**src/rtl/mxv_result_serializer_if.sv**
```systemverilog
// Stream bundle between the matrix-by-vector engine, the result serializer and its consumer.
// Output handshake: an element transfers on a rising edge where out_valid && out_ready; while out_valid is high
// and out_ready is low, out_data/out_index/out_last hold. in_valid is a one-cycle strobe with no backpressure.
interface mxv_result_serializer_if #(
   parameter int element_width = 32,
   parameter int NI            = 8
);
   logic [NI*element_width-1:0] in_data;
   logic                        in_valid;
   logic [element_width-1:0]    out_data;
   logic                        out_valid;
   logic                        out_ready;
   logic [31:0]                 out_index;
   logic                        out_last;

   modport master (
      output in_data, in_valid, out_ready,
      input  out_data, out_valid, out_index, out_last
   );

   modport slave (
      input  in_data, in_valid, out_ready,
      output out_data, out_valid, out_index, out_last
   );
endinterface

```
**src/rtl/mxv_result_serializer.sv**
```systemverilog
// Buffers wide engine result words in a small FIFO and streams their elements one per cycle,
// trimming padding rows beyond `total` and flagging done after the last real element.
module mxv_result_serializer #(
   parameter int element_width = 32,
   parameter int NI            = 8,
   parameter int depth         = 4
) (
   input  logic                          clk,
   input  logic                          reset,
   input  logic                          start,
   input  logic [31:0]                   total,
   mxv_result_serializer_if.slave        bus,
   output logic                          busy,
   output logic                          done,
   output logic                          overflow,
   output logic [1:0]                    dbg_state
);
   localparam int WW = NI * element_width;
   localparam int AW = $clog2(depth);
   localparam int PW = (NI > 1) ? $clog2(NI) : 1;

   typedef enum logic [1:0] {
      S_IDLE = 2'd0,
      S_RUN  = 2'd1,
      S_DONE = 2'd2
   } state_t;

   state_t          state_q, state_d;
   logic [31:0]     total_q, total_d;
   logic [31:0]     index_q, index_d;
   logic [PW-1:0]   ptr_q, ptr_d;
   logic [WW-1:0]   word_q, word_d;
   logic            ser_valid_q, ser_valid_d;
   logic [AW:0]     wr_ptr_q, wr_ptr_d;
   logic [AW:0]     rd_ptr_q, rd_ptr_d;
   logic            overflow_q, overflow_d;
   logic [WW-1:0]   fifo_mem_q [depth];

   logic fifo_empty, fifo_full, in_run, out_valid_int, out_last_int;
   logic hs, ptr_wrap, finish, accept_ok, pop, push;

   always_comb begin
      fifo_empty    = (wr_ptr_q == rd_ptr_q);
      fifo_full     = (wr_ptr_q[AW] != rd_ptr_q[AW]) && (wr_ptr_q[AW-1:0] == rd_ptr_q[AW-1:0]);
      in_run        = (state_q == S_RUN);
      out_valid_int = in_run && ser_valid_q && (index_q < total_q);
      out_last_int  = out_valid_int && (index_q == total_q - 32'd1);
      hs            = out_valid_int && bus.out_ready;
      ptr_wrap      = (ptr_q == PW'(NI - 1));
      finish        = hs && out_last_int;
      // A word is only considered in RUN, and never on a restart or on the final handover edge.
      accept_ok     = in_run && !start && !finish;
      pop           = accept_ok && !fifo_empty && (!ser_valid_q || (hs && ptr_wrap));
      push          = accept_ok && bus.in_valid && (!fifo_full || pop);
   end

   always_comb begin
      state_d     = state_q;
      total_d     = total_q;
      index_d     = index_q;
      ptr_d       = ptr_q;
      word_d      = word_q;
      ser_valid_d = ser_valid_q;
      wr_ptr_d    = wr_ptr_q;
      rd_ptr_d    = rd_ptr_q;
      overflow_d  = overflow_q;
      if (start) begin
         total_d     = total;
         index_d     = '0;
         ptr_d       = '0;
         ser_valid_d = 1'b0;
         wr_ptr_d    = '0;
         rd_ptr_d    = '0;
         overflow_d  = 1'b0;
         state_d     = (total == 32'd0) ? S_DONE : S_RUN;
      end else if (in_run) begin
         if (hs) begin
            index_d = index_q + 32'd1;
            ptr_d   = ptr_q + PW'(1);
            if (ptr_wrap) ser_valid_d = 1'b0;
         end
         if (pop) begin
            word_d      = fifo_mem_q[rd_ptr_q[AW-1:0]];
            ser_valid_d = 1'b1;
            ptr_d       = '0;
            rd_ptr_d    = rd_ptr_q + 1'b1;
         end
         if (push) wr_ptr_d = wr_ptr_q + 1'b1;
         else if (accept_ok && bus.in_valid) overflow_d = 1'b1;
         // Padding left in the held word and anything still queued is discarded.
         if (finish) begin
            state_d     = S_DONE;
            ser_valid_d = 1'b0;
            wr_ptr_d    = '0;
            rd_ptr_d    = '0;
         end
      end
   end

   always_ff @(posedge clk) begin
      if (reset) begin
         state_q     <= S_IDLE;
         total_q     <= '0;
         index_q     <= '0;
         ptr_q       <= '0;
         word_q      <= '0;
         ser_valid_q <= 1'b0;
         wr_ptr_q    <= '0;
         rd_ptr_q    <= '0;
         overflow_q  <= 1'b0;
      end else begin
         state_q     <= state_d;
         total_q     <= total_d;
         index_q     <= index_d;
         ptr_q       <= ptr_d;
         word_q      <= word_d;
         ser_valid_q <= ser_valid_d;
         wr_ptr_q    <= wr_ptr_d;
         rd_ptr_q    <= rd_ptr_d;
         overflow_q  <= overflow_d;
      end
   end

   always_ff @(posedge clk) begin
      if (push) fifo_mem_q[wr_ptr_q[AW-1:0]] <= bus.in_data;
   end

   assign bus.out_valid = out_valid_int;
   assign bus.out_data  = out_valid_int ? word_q[(NI - 1 - int'(ptr_q)) * element_width +: element_width]
                                        : '0;
   assign bus.out_index = index_q;
   assign bus.out_last  = out_last_int;
   assign busy          = (state_q == S_RUN);
   assign done          = (state_q == S_DONE);
   assign overflow      = overflow_q;
   assign dbg_state     = state_q;
endmodule

```
**src/flat_wrapper.sv**
```systemverilog
// flat-port wrapper written by rule: the top's interface ports become plain ports
module mxv_result_serializer_flat 
#(
   parameter int element_width = 32,
   parameter int NI            = 8,
   parameter int depth         = 4
)
  (clk, reset, start, total, busy, done, overflow, dbg_state, bus_in_data, bus_in_valid, bus_out_ready, bus_out_data, bus_out_valid, bus_out_index, bus_out_last);
  mxv_result_serializer_if #(.element_width(element_width), .NI(NI)) bus_i ();
  input  logic clk;
  input  logic reset;
  input  logic start;
  input  logic [31:0] total;
  output logic busy;
  output logic done;
  output logic overflow;
  output logic [1:0] dbg_state;
  input wire logic [$bits(bus_i.in_data)-1:0] bus_in_data;
  input wire logic [$bits(bus_i.in_valid)-1:0] bus_in_valid;
  input wire logic [$bits(bus_i.out_ready)-1:0] bus_out_ready;
  output wire logic [$bits(bus_i.out_data)-1:0] bus_out_data;
  output wire logic [$bits(bus_i.out_valid)-1:0] bus_out_valid;
  output wire logic [$bits(bus_i.out_index)-1:0] bus_out_index;
  output wire logic [$bits(bus_i.out_last)-1:0] bus_out_last;
  assign bus_i.in_data = bus_in_data;
  assign bus_i.in_valid = bus_in_valid;
  assign bus_i.out_ready = bus_out_ready;
  assign bus_out_data = bus_i.out_data;
  assign bus_out_valid = bus_i.out_valid;
  assign bus_out_index = bus_i.out_index;
  assign bus_out_last = bus_i.out_last;
  mxv_result_serializer #(.element_width(element_width), .NI(NI), .depth(depth)) u_core (.clk(clk), .reset(reset), .start(start), .total(total), .bus(bus_i), .busy(busy), .done(done), .overflow(overflow), .dbg_state(dbg_state));
endmodule
```
**config.mk**
```make
export PLATFORM = sky130hd
export DESIGN_NAME = mxv_result_serializer_flat
export DESIGN_NICKNAME = d
export VERILOG_FILES = /design/src/rtl/mxv_result_serializer_if.sv /design/src/rtl/mxv_result_serializer.sv /design/src/flat_wrapper.sv
export SDC_FILE = /design/constraint.sdc
export NUM_CORES = 2
export LEC_CHECK = 0
export ABC_AREA = 1
export BUFFER_PORTS_ARGS = -buffer_cell sky130_fd_sc_hd__buf_4
export CAP_MARGIN = 20
export CORE_ASPECT_RATIO = 1.1
export CORE_MARGIN = 2
export CORE_UTILIZATION = 60
export CTS_CLUSTER_SIZE = 8
export DETAILED_ROUTE_END_ITERATION = 7
export GPL_TIMING_DRIVEN = 0
export HOLD_SLACK_MARGIN = 0.15
export PLACE_DENSITY_LB_ADDON = 0.12
export REMOVE_ABC_BUFFERS = 1
export SYNTH_ARGS = -nofsm -noshare
export SYNTH_HDL_FRONTEND = slang
export SYNTH_SLANG_ARGS = --single-unit
```
**constraint.sdc**
```tcl
create_clock -name clk -period 17.1 [get_ports clk]
set_input_delay 0.855 -clock clk [delete_from_list [all_inputs] [get_ports clk]]
set_output_delay 0.855 -clock clk [all_outputs]
set_load 0.02 [all_outputs]
```
* Word-level counts from Yosys, hierarchy flattened
Memory sizes are Yosys's and may differ from the RTL's. A register that Yosys moved wholly into a read port is not among the register bits. Index checks and enable logic that the tools add are counted.
Storage, ports and cells: bits in registers 77, bits in latches 0, bits in writable memories 1024, memory bits (read-only) 0, bits of input ports 293, output and inout port bits 71, logic and storage cells 80, memories kept 1
Cells by class: $add $sub $neg 6, multipliers 0, divide/modulo/power cells 0, magnitude comparators 1, equal/unequal tests 7, shift-type cells 1, multiplexer cells 17, bitwise operators 2, reduce and logical (&&, ||, !) cells 37
Memories:
- u_core.fifo_mem_q | depth 4, width 256, rd ports 1, clocked after Yosys merged registers in 1, wr ports 1, RTL line mxv_result_serializer.sv:37 | logic [WW-1:0] fifo_mem_q [depth];
Operators by type and width (number):
- indexed part select 256 x 32 -> 32 bit | 1
- adder 32 x 1 -> 32 bit, second input constant | 1
- == test 32 bit | 1
- zero test 32 bit | 1
- less-than comparator 32 bit | 1
- 2-to-1 mux 32 bit | 1
- subtractor 32 x 1 -> 32 bit, second input constant | 1
- 2-to-1 mux 3 bit | 6
- logical AND 1 bit | 13
- AND reduction 2 bit | 5
- nonzero test 2 bit | 5
- adder 3 x 1 -> 3 bit, second input constant | 3
- AND reduction 3 bit | 3
- 2-to-1 mux 2 bit | 4
- 2-to-1 mux 1 bit | 6
- nonzero test 3 bit | 2
- zero test 1 bit | 5
- subtractor 3 x 3 -> 4 bit, first input constant | 1
- == test 3 bit | 1
- == test 3 bit, second input constant | 1
- == test 2 x 1 -> 1 bit, second input constant | 1
- == test 2 bit | 1
- == test 2 bit, second input constant | 1
- logical OR 1 bit | 2
- other kinds (3) | 4

* Longest topological paths before layout
depth in word-level cells 13, mapped depth 22, gate-level depth less buffers 22

* Least setup slack after synthesis
Ideal clock, no wire load.
path type register to register, start register u_core.index_q[23], in the netlist u_core.bus.out_index[23], end memory u_core.fifo_mem_q[0][0] (netlist bit) (enable), library setup time 0.879 ns, data arrival time 12.787 ns, required time 16.221 ns, path slack 3.434 ns, stages on the path, launching flop included 12, buffers on the path 0, period minus slack after synthesis 13.666 ns, cells stage by stage dfxtp_1 > ha_1 > a21o_1 > nor2_1 > nand2_1 > a21oi_1 > nand4_1 > nor2_1 > nor2_1 > nor2_1 > o2111ai_1 > nor2_1
On the way: word-level cells in the longest chain between the ends 12, elaborated cells on any way between the ends 17, those cells by class 1 x order compare; 1 x eq/ne; 2 x mux; 13 x reduce/logical
Ends and longest elaborated chain:
- start: declaration | RTL line mxv_result_serializer.sv:30 | logic [31:0] index_q, index_d;
- start signal: assignment | RTL line mxv_result_serializer.sv:114 | index_q <= index_d;
- less-than comparator 32 bit | RTL line mxv_result_serializer.sv:46 | out_valid_int = in_run && ser_valid_q && (index_q < total_q);
- logical AND 1 bit | RTL line mxv_result_serializer.sv:46
- logical AND 1 bit (on tied branches) | RTL line mxv_result_serializer.sv:48, mxv_result_serializer.sv:47
- logical AND 1 bit | RTL line mxv_result_serializer.sv:50 | finish = hs && out_last_int;
- zero test 1 bit | RTL line mxv_result_serializer.sv:52 | accept_ok = in_run && !start && !finish;
- logical AND 1 bit | RTL line mxv_result_serializer.sv:52
- logical AND 1 bit (2 in a row) | RTL line mxv_result_serializer.sv:53 | pop = accept_ok && !fifo_empty && (!ser_valid_q || (hs && ptr_wrap));
- logical OR 1 bit | RTL line mxv_result_serializer.sv:54 | push = accept_ok && bus.in_valid && (!fifo_full || pop);
- logical AND 1 bit * | RTL line mxv_result_serializer.sv:54
- 2-to-1 mux 1 bit * | RTL line mxv_result_serializer.sv:125 | if (push) fifo_mem_q[wr_ptr_q[AW-1:0]] <= bus.in_data;
- 2-to-1 mux 1 bit (not written as such) * | RTL line mxv_result_serializer.sv:125
- end: declaration | RTL line mxv_result_serializer.sv:37
Every way passes the cells marked *; elsewhere a longest branch is shown, timed or not.

* Worst setup path after layout
start register u_core.total_q[23], end register u_core.word_q[1] (read register of u_core.fifo_mem_q)
On the way: word-level cells in the longest chain between the ends 9, elaborated cells on any way between the ends 14, those cells by class 1 x add/sub; 1 x order compare; 1 x eq/ne; 11 x reduce/logical
Ends and longest elaborated chain:
- start: declaration | RTL line mxv_result_serializer.sv:29 | logic [31:0] total_q, total_d;
- start signal: assignment | RTL line mxv_result_serializer.sv:113 | total_q <= total_d;
- subtractor 32 x 1 -> 32 bit or less-than comparator 32 bit (tied branches) | RTL line mxv_result_serializer.sv:47, mxv_result_serializer.sv:46
- == test 32 bit or logical AND 1 bit (tied branches) | RTL line mxv_result_serializer.sv:47, mxv_result_serializer.sv:46
- logical AND 1 bit (on tied branches) | RTL line mxv_result_serializer.sv:47, mxv_result_serializer.sv:48
- logical AND 1 bit | RTL line mxv_result_serializer.sv:50
- zero test 1 bit | RTL line mxv_result_serializer.sv:52
- logical AND 1 bit | RTL line mxv_result_serializer.sv:52
- logical AND 1 bit | RTL line mxv_result_serializer.sv:53
- logical AND 1 bit * | RTL line mxv_result_serializer.sv:53
- AND reduction 3 bit (no line) *
- end: declaration | RTL line mxv_result_serializer.sv:32 | logic [WW-1:0] word_q, word_d;
Marks and branches as above. A chain may end at the register's enable or synchronous reset.

==> flow_summary.toml <==
[setup_path]
end_kind = "flop"
crit_top_cell = "nand2_1"
critPathTopFamily = "simple AND/OR/NAND/NOR gates"
timing_worst_setup_path_type = "reg -> reg"
crit_fanout = 114
worstPathRequired_ps = 17770
slowest_stage = "nand2_4"
path_cells = "inv_1 -> ha_1 -> nand2_1 -> nor2_1 -> nand4_1 -> nor3b_1 -> nand2_1 -> and2_1 -> nand2_4 -> inv_1 -> nand4_4 -> nand3_4 -> buf_16 -> buf_12 -> buf_12 -> inv_8 -> buf_16 -> nand2_1 -> a21oi_1"
cp-start-kind = "flop"
max_stage_delay_ps = 660
cp.arrival_ps = 6710
crit_buf_inv = 7

[sta]
rsz0062_at_grt = "false"
slew_headroom = 0.3371
tightest_slew_ps = 993.3
timing.fmax_mhz = 165.5
setup_tns_ps = 0
finalCriticalPeriod_ps = 6043
finalHoldViolCount = 0
timing.hold.ws_ps = 266.2
skew_ps = 29.72
finalSetupViolations = 0
drv_slew = 0
timing.final.crit_share = 0.3534

[yosys]
synth_top_area_frac = 0.5644
async_reset_ff_frac = 0
syn_area_per_cell_um2 = 11.13
synth_edf_count = 1024
syn_area_um2 = 54480
syn-instance-count = 4897
synth_area_leader_cell = "edfxtp_1"
synth_seq_cells = 1357
yosysWarnings = 0
synth-main-ff-cell = "edfxtp_1"
synth.distinct_cells = 44
synth_area_leaders = "edfxtp_1, dfxtp_1, nand2_1, a21oi_1, a32oi_1"
ys_seq_area_frac = 0.6867

[power]
internal_power_mw = 5.742
netSwitchingFraction = 0.2089
vdd_drop_max_uv = 120.1
power.leakage_nw = 22.58
power_frac_clock = 0.477
seqPwrFrac = 0.493
power.density_nw_per_um2 = 112.2
total_power_mw = 7.258
p_switching_mw = 1.516
pwr-share-comb = 0.030

[route]
drc = 0
routed_wl_um = 139000
drt-vias-per-instance = 5.942
drt-wirelength-per-cell_um = 21.20
dr.pass1.iters = 6
ant_nets = 0
via_count = 38940
drt_iter0_markers = 3592

[place]
numPortBuffers = 363
gp_routability_congestion = 0.9538
dpl.hpwl_um = 80490
dpl_cell_area_um2 = 59060

[floorplan]
fp.dieH_um = 320.1
core_um2 = 89640
start_util = 0.6078
boundaryPins = 364
die_w_um = 291.3
rows = 115
die_area_um2 = 93240

[clocking]
cts-htree-levels = 4
ctsResizeCount = 0
numCtsBuffers = 188
post-cts-setup-buffers = 0
cts_sinks = 1357
clk_path_buf_depth = 3
clk_pin_slew_ps = 50
cts_tree = "built"
cts_hold_buffers = 0
root_buffer = "clkbuf_16"
clock_latency_ps = 790

[global_routing]
grt.overflow.total = 0
antenna_found_initial = 34
grt_max_degree = 152
grt_util_all_layers = 0.2949
grt_pass1_vias = 37990
grt_pass1_wl_um = 213000

[cells_and_area]
drive_gt1_frac = 0.1252
nFillCells = 6258
multi_input_area_um2 = 14940
seqCellArea_um2 = 37430
final_nets = 5534
stdcell_area_um2 = 64670
area_growth_pct = 18.70

[run_status]
status = "finished, final reports clean"

[min_path]
worst_hold_path_type = "in -> reg"

[flow_run]
drv_cap = 0
[metal layers]
layer | up-vias | wire length [um] | global-route usage | share of wire
li1 | 18180 | - | - | -
met1 | 19020 | 55710 | 0.3722 | 0.40
met2 | 1408 | 67240 | 0.4876 | 0.48
met3 | 304 | 11520 | 0.07199 | 0.083
met4 | 30 | 4307 | 0.1264 | 0.031
met5 | - | 176 | 0 | 0.0013
[cell usage after synthesis, types with 2 or more instances]
cell type and number:
xor2_1 24, and2_1 2, edfxtp_1 1024, inv_2 2, nor2_2 2, nand3b_1 2
nand2_1 1403, buf_2 20, a32oi_1 256, o21ai_0 173, nor4_1 13, o211ai_1 6
nand3_1 45, a31oi_1 37, ha_1 41, inv_1 197, buf_1 12, buf_6 14
dfxtp_1 333, a21o_1 2, clkbuf_1 259, nor2_4 2, a21oi_1 714, nor3_1 27
nand4_1 23, nand2_2 3, nor2_1 157, a221oi_1 36, nor3b_1 4, buf_4 17
clkbuf_2 2, o2111ai_1 2, o21a_1 6, xnor2_1 15, o21ai_1 12, and3_1 2
[final timing paths]
path | from | to | slack (ps) | depth (start not counted)
hold / removal | bus_in_data[234] | u_core.fifo_mem_q[3][234]$_DFFE_PP_ | 270 | 1
setup reg to reg | u_core.total_q[23]$_SDFFE_PP0P_ | u_core.word_q[1]$_SDFFE_PP0P_ | 11060 | 19
hold reg to reg | u_core.word_q[207]$_SDFFE_PP0P_ | u_core.word_q[207]$_SDFFE_PP0P_ | 450 | 2
setup / recovery | u_core.total_q[23]$_SDFFE_PP0P_ | u_core.word_q[1]$_SDFFE_PP0P_ | 11060 | 19
[cell type report]
type / count / share of cell area
Sequential cell: 1357 / 0.5788
Multi-Input combinational cell: 3015 / 0.2310
Inverter: 200 / 0.01205
Timing Repair Buffer: 438 / 0.06872
Clock buffer: 333 / 0.08131
Antenna cell: 24 / 0.0009286
Clock inverter: 17 / 0.004624
Tap cell: 1170 / 0.02263
[logic make-up after synthesis]
group,synth area share
XOR/XNOR,0.006269
adder cells (fa/ha/maj),0.009415
buffers and inverters,0.03984
AO/OA/AOI/OAI,0.1363
flip-flops,0.6867
AND/OR/NAND/NOR,0.1215
[state kept, by name, indices dropped and copies added (netlist names)]
name                  flops
u_core.wr_ptr_q           3
u_core.overflow           1
u_core.ptr_q              3
u_core.word_q           256
u_core.dbg_state          2
u_core.bus.out_index     32
u_core.rd_ptr_q           3
u_core.fifo_mem_q      1024
u_core.total_q           32
u_core.ser_valid_q        1
[worst reg2reg max path, delay by kind of cell, from the launching register on]
kind | cells | cell delay (ps)
buffers and inverters | 7 | 2270
AOI/OAI and AO/OA | 1 | 200
DFF | 1 | 450
and+or+nand+nor | 10 | 2710
adders and majority gates | 1 | 300
[metrics by stage]
stage                     utilization  worst slack [ps]  std cells
after detailed placement       0.6588             11130       6180
after floorplan                     -             -9153       4572
final                          0.7215             11060       6554
after CTS                      0.7208             11080       6530
after global placement         0.6387            -39210       6105
after global routing           0.7213             10680       6546
[power groups by stage]
stage / Clock [mW] / Combinational [mW] / Sequential, mW
after floorplan: 0 / 0.0889 / 3.65
after global placement: 0 / 0.204 / 3.66
after detailed placement: 0 / 0.214 / 3.64
after CTS: 3.49 / 0.215 / 3.58
after global routing: 3.64 / 0.239 / 3.58
final: 3.46 / 0.217 / 3.58
[cell usage in the layout (no fill, tap or decap), types with 6 or more instances in the layout]
master	count
buf_4	362
nor2_4	6
diode_2	24
o21ai_1	12
buf_16	28
o211ai_1	6
clkbuf_1	144
inv_1	193
o21ai_0	173
a21oi_1	714
nand2_1	1402
nand3_1	45
nor3_1	27
a31oi_1	37
nand4_1	23
xor2_1	24
o21a_1	6
ha_1	41
buf_12	47
dfxtp_1	329
edfxtp_1	1024
nor4_1	13
clkbuf_16	188
a32oi_1	256
clkinv_8	6
a221oi_1	36
xnor2_1	15
nor2_1	152
No activity file was read; power rests on OpenSTA's default activity.
